<file path="src/rtl/byte_word_packer_pkg.sv">
`default_nettype none
// ----------------------------------------------------------------------------
// byte_word_packer_pkg : shared types and helpers for the byte-to-word packer
// Revision: 1.0
// ----------------------------------------------------------------------------
package byte_word_packer_pkg;

  function automatic int pack_word_w(input int bytes_per_word, input int data_width);
    return bytes_per_word * data_width;
  endfunction

  typedef enum logic [0:0] {
    OUT_EMPTY = 1'b0,
    OUT_FULL  = 1'b1
  } out_state_t;

endpackage
`default_nettype wire

</file>
<file path="src/rtl/byte_word_packer_slot_counter.sv">
`default_nettype none
// ----------------------------------------------------------------------------
// packer_slot_counter : wrapping byte-slot index with last-slot strobe and clear
// Revision: 1.0
// ----------------------------------------------------------------------------
module packer_slot_counter #(
  parameter int BYTES_PER_WORD = 6,
  parameter int SLOT_W         = $clog2(BYTES_PER_WORD)
) (
  input  logic              clk,
  input  logic              rst,
  input  logic              advance,
  input  logic              clear,
  output logic [SLOT_W-1:0] slot,
  output logic              last
);

  logic [SLOT_W-1:0] slot_q;

  assign slot = slot_q;
  assign last = (slot_q == SLOT_W'(BYTES_PER_WORD - 1));

  // Explicit wrap so non-power-of-two word sizes restart at zero.
  always_ff @(posedge clk) begin
    if (rst) begin
      slot_q <= '0;
    end else if (clear || (advance && last)) begin
      slot_q <= '0;
    end else if (advance) begin
      slot_q <= slot_q + SLOT_W'(1);
    end
  end

endmodule
`default_nettype wire

</file>
<file path="src/rtl/byte_word_packer.sv">
`default_nettype none
// ----------------------------------------------------------------------------
// byte_word_packer : packs LSB-first bytes into words on a valid/ready output
// Revision: 1.0
// ----------------------------------------------------------------------------
module byte_word_packer
  import byte_word_packer_pkg::*;
#(
  parameter int BYTES_PER_WORD = 6,
  parameter int DATA_WIDTH     = 8
) (
  input  logic                                 clk_in,
  input  logic                                 rst_in,
  input  logic [DATA_WIDTH-1:0]                byte_in,
  input  logic                                 byte_valid_in,
  input  logic                                 flush_in,
  output logic [BYTES_PER_WORD*DATA_WIDTH-1:0] word_out,
  output logic [$clog2(BYTES_PER_WORD+1)-1:0]  word_len_out,
  output logic                                 word_valid_out,
  input  logic                                 word_ready_in,
  output logic [$clog2(BYTES_PER_WORD)-1:0]    slot_out,
  output logic                                 overflow_out
);

  localparam int WORD_W = pack_word_w(BYTES_PER_WORD, DATA_WIDTH);
  localparam int SLOT_W = $clog2(BYTES_PER_WORD);
  localparam int LEN_W  = $clog2(BYTES_PER_WORD + 1);

  logic [SLOT_W-1:0] slot;
  logic              last_slot;
  logic [WORD_W-1:0] asm_q;
  logic [WORD_W-1:0] asm_next;
  logic [LEN_W-1:0]  fill_len;
  logic              complete;
  logic              handshake;
  logic              load;
  logic              drop;
  out_state_t        state;
  out_state_t        state_next;
  logic [WORD_W-1:0] word_q;
  logic [LEN_W-1:0]  len_q;
  logic              ovf_q;

  packer_slot_counter #(
    .BYTES_PER_WORD (BYTES_PER_WORD),
    .SLOT_W         (SLOT_W)
  ) u_slot (
    .clk     (clk_in),
    .rst     (rst_in),
    .advance (byte_valid_in),
    .clear   (flush_in),
    .slot    (slot),
    .last    (last_slot)
  );

  // Assembly contents as they stand once this cycle's byte (if any) is merged.
  always_comb begin
    asm_next = asm_q;
    for (int k = 0; k < BYTES_PER_WORD; k++) begin
      if (byte_valid_in && (slot == SLOT_W'(k))) begin
        asm_next[k*DATA_WIDTH +: DATA_WIDTH] = byte_in;
      end
    end
  end

  assign fill_len  = LEN_W'(slot) + (byte_valid_in ? LEN_W'(1) : LEN_W'(0));
  assign complete  = (byte_valid_in && last_slot) || (flush_in && (fill_len != '0));
  assign handshake = word_valid_out && word_ready_in;
  assign load      = complete && ((state == OUT_EMPTY) || word_ready_in);
  assign drop      = complete && (state == OUT_FULL) && !word_ready_in;

  // Clearing on completion keeps unfilled slots of later flushed words at zero.
  always_ff @(posedge clk_in) begin
    if (rst_in) begin
      asm_q <= '0;
    end else if (complete) begin
      asm_q <= '0;
    end else begin
      asm_q <= asm_next;
    end
  end

  always_ff @(posedge clk_in) begin
    if (rst_in) begin
      state <= OUT_EMPTY;
    end else begin
      state <= state_next;
    end
  end

  always_comb begin
    state_next = state;
    case (state)
      OUT_EMPTY: if (complete) state_next = OUT_FULL;
      OUT_FULL:  if (handshake && !complete) state_next = OUT_EMPTY;
      default:   state_next = OUT_EMPTY;
    endcase
  end

  always_comb begin
    word_valid_out = (state == OUT_FULL);
  end

  always_ff @(posedge clk_in) begin
    if (rst_in) begin
      word_q <= '0;
      len_q  <= '0;
      ovf_q  <= 1'b0;
    end else begin
      if (load) begin
        word_q <= asm_next;
        len_q  <= fill_len;
      end
      if (drop) begin
        ovf_q <= 1'b1;
      end
    end
  end

  assign word_out     = word_q;
  assign word_len_out = len_q;
  assign slot_out     = slot;
  assign overflow_out = ovf_q;

endmodule
`default_nettype wire

</file>
<file path="config.mk">
export PLATFORM = sky130hd
export DESIGN_NAME = byte_word_packer
export DESIGN_NICKNAME = d
export VERILOG_FILES = /design/src/rtl/byte_word_packer_pkg.sv /design/src/rtl/byte_word_packer_slot_counter.sv /design/src/rtl/byte_word_packer.sv
export SDC_FILE = /design/constraint.sdc
export NUM_CORES = 1
export LEC_CHECK = 0
export ABC_AREA = 1
export ABC_CLOCK_PERIOD_IN_PS = 1600
export CORE_ASPECT_RATIO = 0.75
export CORE_MARGIN = 2
export CORE_UTILIZATION = 49
export CTS_CLUSTER_SIZE = 16
export DETAILED_ROUTE_END_ITERATION = 10
export HOLD_SLACK_MARGIN = 0.03
export PLACE_DENSITY = 0.76
export SYNTH_ARGS = -nofsm -noshare
export SYNTH_HDL_FRONTEND = slang
export SYNTH_SLANG_ARGS = --single-unit
</file>
<file path="constraint.sdc">
create_clock -name clk_in -period 1.6 [get_ports clk_in]
set_input_delay 0.32 -clock clk_in [delete_from_list [all_inputs] [get_ports clk_in]]
set_output_delay 0.32 -clock clk_in [all_outputs]
set_load 0.01 [all_outputs]
</file>
======== Yosys cells after proc, flatten, opt, wreduce, memory -nomap -nowiden ========
Cells that the tools add are included.
word-level totals
  register bits ........................... 104
  bits in latches ......................... 0
  RAM bits ................................ 0
  memory bits (read-only) ................. 0
  input port bits ......................... 13
  output and inout bits ................... 56
  logic and storage cells ................. 45
  memories kept ........................... 0
operators by class
  add/subtract/negate cells ............... 2
  $mul .................................... 0
  divide/modulo/power cells ............... 0
  $lt $le $gt $ge ......................... 0
  eq/ne operators ......................... 5
  shifts and indexed selects .............. 0
  muxes and demuxes ....................... 10
  bitwise gates (word level) .............. 1
  reductions and logical operators ........ 21
operators with widths
  kind                                                             number
  8-bit two-way mux                                                6
  1-bit logical AND                                                12
  3-bit by 2-bit == test with 1-bit output, second input constant  2
  3-bit == test, second input constant                             2
  2-bit OR reduction                                               2
  3-bit by 1-bit adder with 3-bit output                           1
  3-bit by 1-bit adder with 3-bit output, second input constant    1
  3-bit by 1-bit == test with 1-bit output, second input constant  1
  3-bit zero test                                                  1
  1-bit logical OR                                                 3
  1-bit two-way mux                                                3
  3-bit nonzero test                                               1
  1-bit zero test                                                  2
  1-bit case mux with 2 select lines                               1
  1-bit inverter                                                   1

======== Logic depth before layout (Yosys ltp) ========
Gate-level depths: netlist of run 1.
  depth in word-level cells ............... 9
  depth in mapped cells ................... 11
  gate-level depth less buffers ........... 10

======== Modules after synthesis ========
A second synthesis of run 1 with hierarchy kept.
unflattened totals
  cell total of the unflattened synthesis .. 625
  area, all modules ....................... 4,359.2 um^2
by module, submodules not included
  module               times used  cells an instance  area an instance (um^2)  seq. area each (um^2)
  byte_word_packer     1           602                4,194.0                  2,021.9
  packer_slot_counter  1           23                 165.2                    60.1

======== Least setup slack after synthesis of run 1 ========
Ideal clock, no wire load.
  path kind ............................... register to register
  start ................................... register u_slot.slot_q[0] (netlist: u_slot.slot[0])
  end ..................................... register asm_q[40]
  arrival time ............................ 1.647 ns
  path slack .............................. -0.111 ns
  stages on the path, launching flop included .. 10
  buffers on the path ..................... 2
  period minus slack after synthesis ...... 1.711 ns
  path through ............................ dfxtp_1 > ha_1 > ha_1 > nor2_1 > nand2_1 > nor2_1 > o21ai_1 > buf_4 > buf_4 > nor2_1
between the ends
  word-level cells in the longest chain between the ends .. 5
  elaborated cells on any way between the ends .. 8
RTL lines
  item                                    line                                 source
  start, declared                         byte_word_packer_slot_counter.sv:18  logic [SLOT_W-1:0] slot_q;
  start signal, assigned                  byte_word_packer_slot_counter.sv:30  slot_q <= slot_q + SLOT_W'(1);
  3-bit by 1-bit adder with 3-bit output  byte_word_packer.sv:66               assign fill_len = LEN_W'(slot) + (byte_valid_in ? LEN_W'(1) : LEN_W'(0));
  named net fill_len[1]                   byte_word_packer.sv:33               logic [LEN_W-1:0] fill_len;
  3-bit nonzero test                      byte_word_packer.sv:67               assign complete = (byte_valid_in && last_slot) || (flush_in && (fill_len != '0));
  1-bit logical AND                       byte_word_packer.sv:67
  1-bit logical OR                        byte_word_packer.sv:67
  2-bit OR reduction (no line)            --
  end signal, assigned                    byte_word_packer.sv:79               asm_q <= asm_next;
  end, declared                           byte_word_packer.sv:31               logic [WORD_W-1:0] asm_q;
The timed path passes the listed nets, and every way through them passes these cells.
A chain may end at the register's enable or synchronous reset.

======== Final worst setup path of run 1 ========
  start ................................... register u_slot.slot_q[0] (netlist: u_slot.slot[0])
  end ..................................... register asm_q[9]
The elaborated chain is that of the path after synthesis.

==> flow_summary.json, run 1 <==
{
  "grt_pass1_vias": 4606,
  "hpwl_um": 7128,
  "cts_buffers": 9,
  "track_usage": 0.2873,
  "vias": 4658,
  "mostFrequentLayoutCells": "inv_1 (154), nand2_1 (150), dfxtp_1 (101)",
  "antenna_found_initial": 0,
  "cp_data_required_time_ns": 1.88,
  "drv_cap": 0,
  "rsz0062_at_grt": "true",
  "total_power_mw": 6.642,
  "cp_max_fo": 19,
  "ios": 69,
  "dieWidth_um": 115.0,
  "post-route-period-util": 1.143,
  "crit_path_start_kind": "flip-flop",
  "end_kind": "flip-flop",
  "yosysSeqAreaShare": 0.4594,
  "failed_checks": "setup timing",
  "drt_iter0_drc": 353,
  "core_area_um2": 9009,
  "gp_congestion": 0.7908,
  "io_buffer_count": 68,
  "finalSetupViolations": 100,
  "wl_um": 14440,
  "finClkSkew_ns": 0.005786,
  "drv_slew": 0,
  "clockRootBuffer": "clkbuf_16",
  "synth_cell_type_count": 20,
  "ys_warn_count": 0,
  "synth.cell_area_um2": 4532,
  "ir_drop_mv": 0.6451,
  "grt_pass1_wl_um": 22080,
  "final_common_cell": "inv_1",
  "cp.arrival_ns": 2.11,
  "drive_above_1_share": 0.2482,
  "synthToLayoutAreaGrowth_pct": 51.38,
  "synth_fp_nets": 704,
  "grt_max_degree": 32,
  "dieArea_um2": 10040,
  "crit_type": "flip-flop to flip-flop",
  "leakage_nw": 3.399,
  "max_freq_mhz": 546.7,
  "slew_headroom": 0.6813,
  "setup_ws_ns": -0.2291,
  "hp-class": "flip-flop to flip-flop",
  "hold_buffers": 0,
  "cts_sinks": 104,
  "period_needed_ns": 1.829,
  "cts_tree": "built",
  "gr-total-overflow": 0,
  "layout.nets": 833,
  "hold_violations": 0,
  "utilization": 0.7615,
  "tightest_slew_ns": 0.4731,
  "status": "finished with violations",
  "syn_inst": 684,
  "viasPerCell": 5.009,
  "syn_avg_cell_area_um2": 6.626,
  "htree_levels": 3,
  "start_util": 0.5031,
  "dieHeight_um": 87.29,
  "clock_latency_ns": 0.35,
  "ant_nets": 0,
  "placementRows": 30,
  "clk_path_buf_depth": 2,
  "p_per_area_nw_per_um2": 968.1,
  "reg2reg_slack_ns": -0.23,
  "route.detailed.drc": 0,
  "avgRoutedWirePerCell_um": 15.52,
  "dr.pass1.iters": 5,
  "ys_seq_elements": 104,
  "diodes": 0,
  "path_clk_slew_ns": 0.07
}
## through the flow
stage / hold slack, ns / worst slack [ns] / instance area [µm²] / std cells / TNS [ns]
2_1_floorplan: 0.3891 / 0.005589 / 4587 / 684 / 0
3_3_place_gp: 0.4424 / -1.053 / 5668 / 879 / -70.78
3_5_place_dp: 0.4522 / -1.146 / 5668 / 879 / -77.93
4_1_cts: 0.4647 / -0.09548 / 6545 / 924 / -6.357
5_1_grt: 0.4811 / -0.3028 / 6860 / 930 / -24.44
6_report: 0.4594 / -0.2291 / 6860 / 930 / -16.21
## path summary, 6_finish.rpt
check | start | endpoint | cells past startpoint
min | word_len_out[2] | word_len_out[2] | 2
max reg2reg | u_slot.slot[0] | asm_q[9] | 10
max | u_slot.slot[0] | asm_q[9] | 10
min reg2reg | word_len_out[2] | word_len_out[2] | 2
## critical path, cell delays in order, from the launching register on
cell	delay, ns
dfxtp_4	0.38
ha_4	0.17
ha_4	0.22
nor2_4	0.13
nand2_2	0.08
nor2_4	0.15
buf_6	0.14
o21ai_4	0.07
buf_12	0.14
buf_12	0.15
nor2_2	0.11
## Yosys cell counts (all sizes together)
library cell	n	area [µm²]
buf	28	148.9
nand2	163	614.3
nand4	1	6.260
nand3	55	292.8
or2	2	12.51
inv	159	596.8
ha	7	87.58
o21ai	50	250.2
nor2	105	396.6
a21oi	5	25.02
clkbuf	5	18.77
dfxtp	104	2082
## area by class of cell
| cell class | count | area, µm² |
|---|---|---|
| flip-flops and latches | 104 | 2093 |
| clock inverters | 5 | 78.83 |
| repair buffers | 147 | 1551 |
| well taps | 112 | 140.1 |
| inverters | 159 | 603.1 |
| clock buffers | 11 | 252.7 |
| fillers | 611 | 2148 |
| multi-input cells | 392 | 2141 |
## registers in the layout, indices dropped and copies added (netlist names)
register / cells
asm_q: 48
overflow_out: 1
u_slot.slot: 3
word_len_out: 3
word_out: 48
word_valid_out: 1
## power breakdown
group          internal [mW]  total (mW)  switching [mW]
registers               2.72        2.79          0.0700
clock network           1.45        2.46            1.00
logic                  0.655        1.39           0.737
total                   4.83        6.64            1.81
## repair_timing
action | CTS | global route
hold endpoints to repair | 0 | 0
setup buffers | 21 | 7
cloned | 8 | 1
pin swaps | 21 | 24
gates resized for setup | 72 | 92
endpoints found under the setup margin | 104 | 106
## per-layer routing
metal / wire, µm / track usage / part of all wire / vias up
met5: 0 / 0 / 0 / -
met4: 482 / 0.1238 / 0.033 / 0
met3: 931 / 0.07446 / 0.064 / 59
met2: 7151 / 0.5037 / 0.50 / 203
met1: 5869 / 0.3335 / 0.41 / 2132
li1: - / - / - / 2264
## kinds of logic (layout without fill, tap and decap cells)
| logic type | count (synthesis) | in the layout | share of synthesized area |
|---|---|---|---|
| buffers and inverters | 192 | 322 | 0.1687 |
| and+or+nand+nor | 326 | 330 | 0.2918 |
| DFF | 104 | 104 | 0.4594 |
| AOI/OAI and AO/OA | 55 | 55 | 0.06074 |
| adders and majority gates | 7 | 7 | 0.01933 |
Note: power is estimated with default switching activity, not from simulation.
==> run 2, diff against run 1 <==
- CORE_UTILIZATION: 49 -> 28
- CTS_CLUSTER_SIZE: 16 -> not set
- PLACE_DENSITY: 0.76 -> not set
==> run 2 against run 1 <==
The run still ends with setup timing left. Sequential power barely moved. Utilization down 33 points. Power down 3.2%. Clock skew rose by 0.0019 ns. Clock power decreased by 4%. Register-to-register slack better by 0.07 ns. Global-route usage is 14 points lower. Worst setup slack better by 0.072 ns. Clock-buffer cell count unchanged. Via count decreased by 8.9%. Critical path type unchanged. Critical endpoint is now asm_q[20].
==> flow_summary.json, run 2 (synthesis results as in run 1) <==
{
  "status": "finished with violations",
  "failed_checks": "setup timing",
  "antenna_found_initial": 0,
  "gp_congestion": 0.7569,
  "diodes": 0,
  "dieHeight_um": 114.2,
  "synthToLayoutAreaGrowth_pct": 51.63,
  "io_buffer_count": 68,
  "viasPerCell": 4.135,
  "reg2reg_slack_ns": -0.16,
  "drive_above_1_share": 0.2414,
  "drv_slew": 0,
  "track_usage": 0.1467,
  "cpMaxStageDelayCell": "dfxtp_4",
  "crit_path_start_kind": "flip-flop",
  "hold_path_depth": 2,
  "ir_drop_mv": 0.5829,
  "hold_violations": 0,
  "dieArea_um2": 17230,
  "cts_sinks": 104,
  "critical-path-max-stage-delay_ns": 0.37,
  "hp-class": "flip-flop to flip-flop",
  "drv_cap": 0,
  "final_common_cell": "inv_1",
  "fill_cells": 1609,
  "cts_buffers": 9,
  "rsz0062_at_grt": "true",
  "cp_data_required_time_ns": 1.83,
  "grt_pass1_wl_um": 19570,
  "hold_buffers": 0,
  "gr-total-overflow": 0,
  "setup_ws_ns": -0.1568,
  "leakage_nw": 3.423,
  "crit_type": "flip-flop to flip-flop",
  "core_area_um2": 15920,
  "holdWs_ns": 0.4595,
  "finalSetupTns_ns": -11.45,
  "instances_no_fill": 1026,
  "finalSetupViolations": 101,
  "slew_headroom": 0.7201,
  "htree_levels": 3,
  "dp_cells": 985,
  "hpwl_um": 7365,
  "path_clk_slew_ns": 0.07,
  "utilization": 0.4318,
  "drt_iter0_drc": 241,
  "rr_worst_depth": 10,
  "finClkSkew_ns": 0.007716,
  "avgRoutedWirePerCell_um": 12.20,
  "end_kind": "flip-flop",
  "post-route-period-util": 1.098,
  "start_util": 0.2847,
  "placementRows": 40,
  "layout.nets": 831,
  "clock_latency_ns": 0.35,
  "cp_max_fo": 13,
  "cp.arrival_ns": 1.99,
  "grt_pass1_vias": 3824,
  "tightest_slew_ns": 0.4198,
  "grt_max_degree": 28,
  "crit_chain": "ha_4 > ha_4 > nor2_4 > nand2_2 > nor2_4 > buf_12 > o21ai_4 > buf_4 > buf_12 > nor2_1",
  "dr.pass1.iters": 4,
  "wl_um": 12510,
  "cts_tree": "built",
  "max_freq_mhz": 569.2,
  "ant_nets": 0,
  "route.detailed.drc": 0,
  "mostFrequentLayoutCells": "inv_1 (155), nand2_1 (153), dfxtp_1 (101)",
  "ios": 69,
  "period_needed_ns": 1.757,
  "clk_path_buf_depth": 2,
  "vias": 4242,
  "p_per_area_nw_per_um2": 935.7,
  "clockRootBuffer": "clkbuf_16",
  "dieWidth_um": 150.9
}
## run 2: worst max-delay path, delay by kind of cell (launching register included)
family	cells	cell delay [ns]
flip-flops	1	0.37
AO/OA/AOI/OAI	1	0.17
buffers and inverters	3	0.43
adder cells (fa/ha/maj)	2	0.43
AND/OR/NAND/NOR	4	0.22
## run 2: where the power goes
part / total [mW] / switching, mW / internal, mW
clock: 2.35 / 0.995 / 1.36
combinational: 1.29 / 0.681 / 0.606
sequential: 2.79 / 0.0661 / 2.72
total: 6.43 / 1.74 / 4.69
## run 2: layout make-up
type	instances	area, µm²	share of cell area
clock inverter	5	60.06	0.008740
multi-input combinational	391	2128	0.3097
timing repair buffer	146	1463	0.2129
tap	210	262.8	0.03824
inverter	159	600.6	0.08740
clock buffer	11	264.0	0.03842
sequential	104	2093	0.3046
## run 2: per-layer routing
metal,vias to the layer above,GRT usage,share of wire
met5,-,0,0
met3,14,0.03904,0.045
met2,72,0.2091,0.42
met4,0,0.03738,0.014
met1,1891,0.2179,0.52
li1,2265,-,-
## run 2: worst paths after layout
| check | start | to |
|---|---|---|
| min reg2reg | overflow_out | overflow_out |
| max | u_slot.slot[0] | asm_q[20] |
| max reg2reg | u_slot.slot[0] | asm_q[20] |
| min | overflow_out | overflow_out |
## run 2: stage by stage
| step | power (mW) | setup WS, ns | cell area, µm² |
|---|---|---|---|
| after CTS | 6.396 | -0.1193 | 6573 |
| after detailed placement | 3.881 | -1.211 | 5813 |
| after floorplan | 3.424 | 0.005589 | 4587 |
| final | 6.429 | -0.1568 | 6872 |
| after global routing | 6.748 | -0.2347 | 6872 |
| after global placement | 3.876 | -1.215 | 5813 |
## run 2: timing repair
action / CTS / global route
resized for setup: 81 / 75
setup endpoints to repair: 104 / 110
buffers inserted: 16 / 3
cloned: 5 / 2
pin swaps: 16 / 20
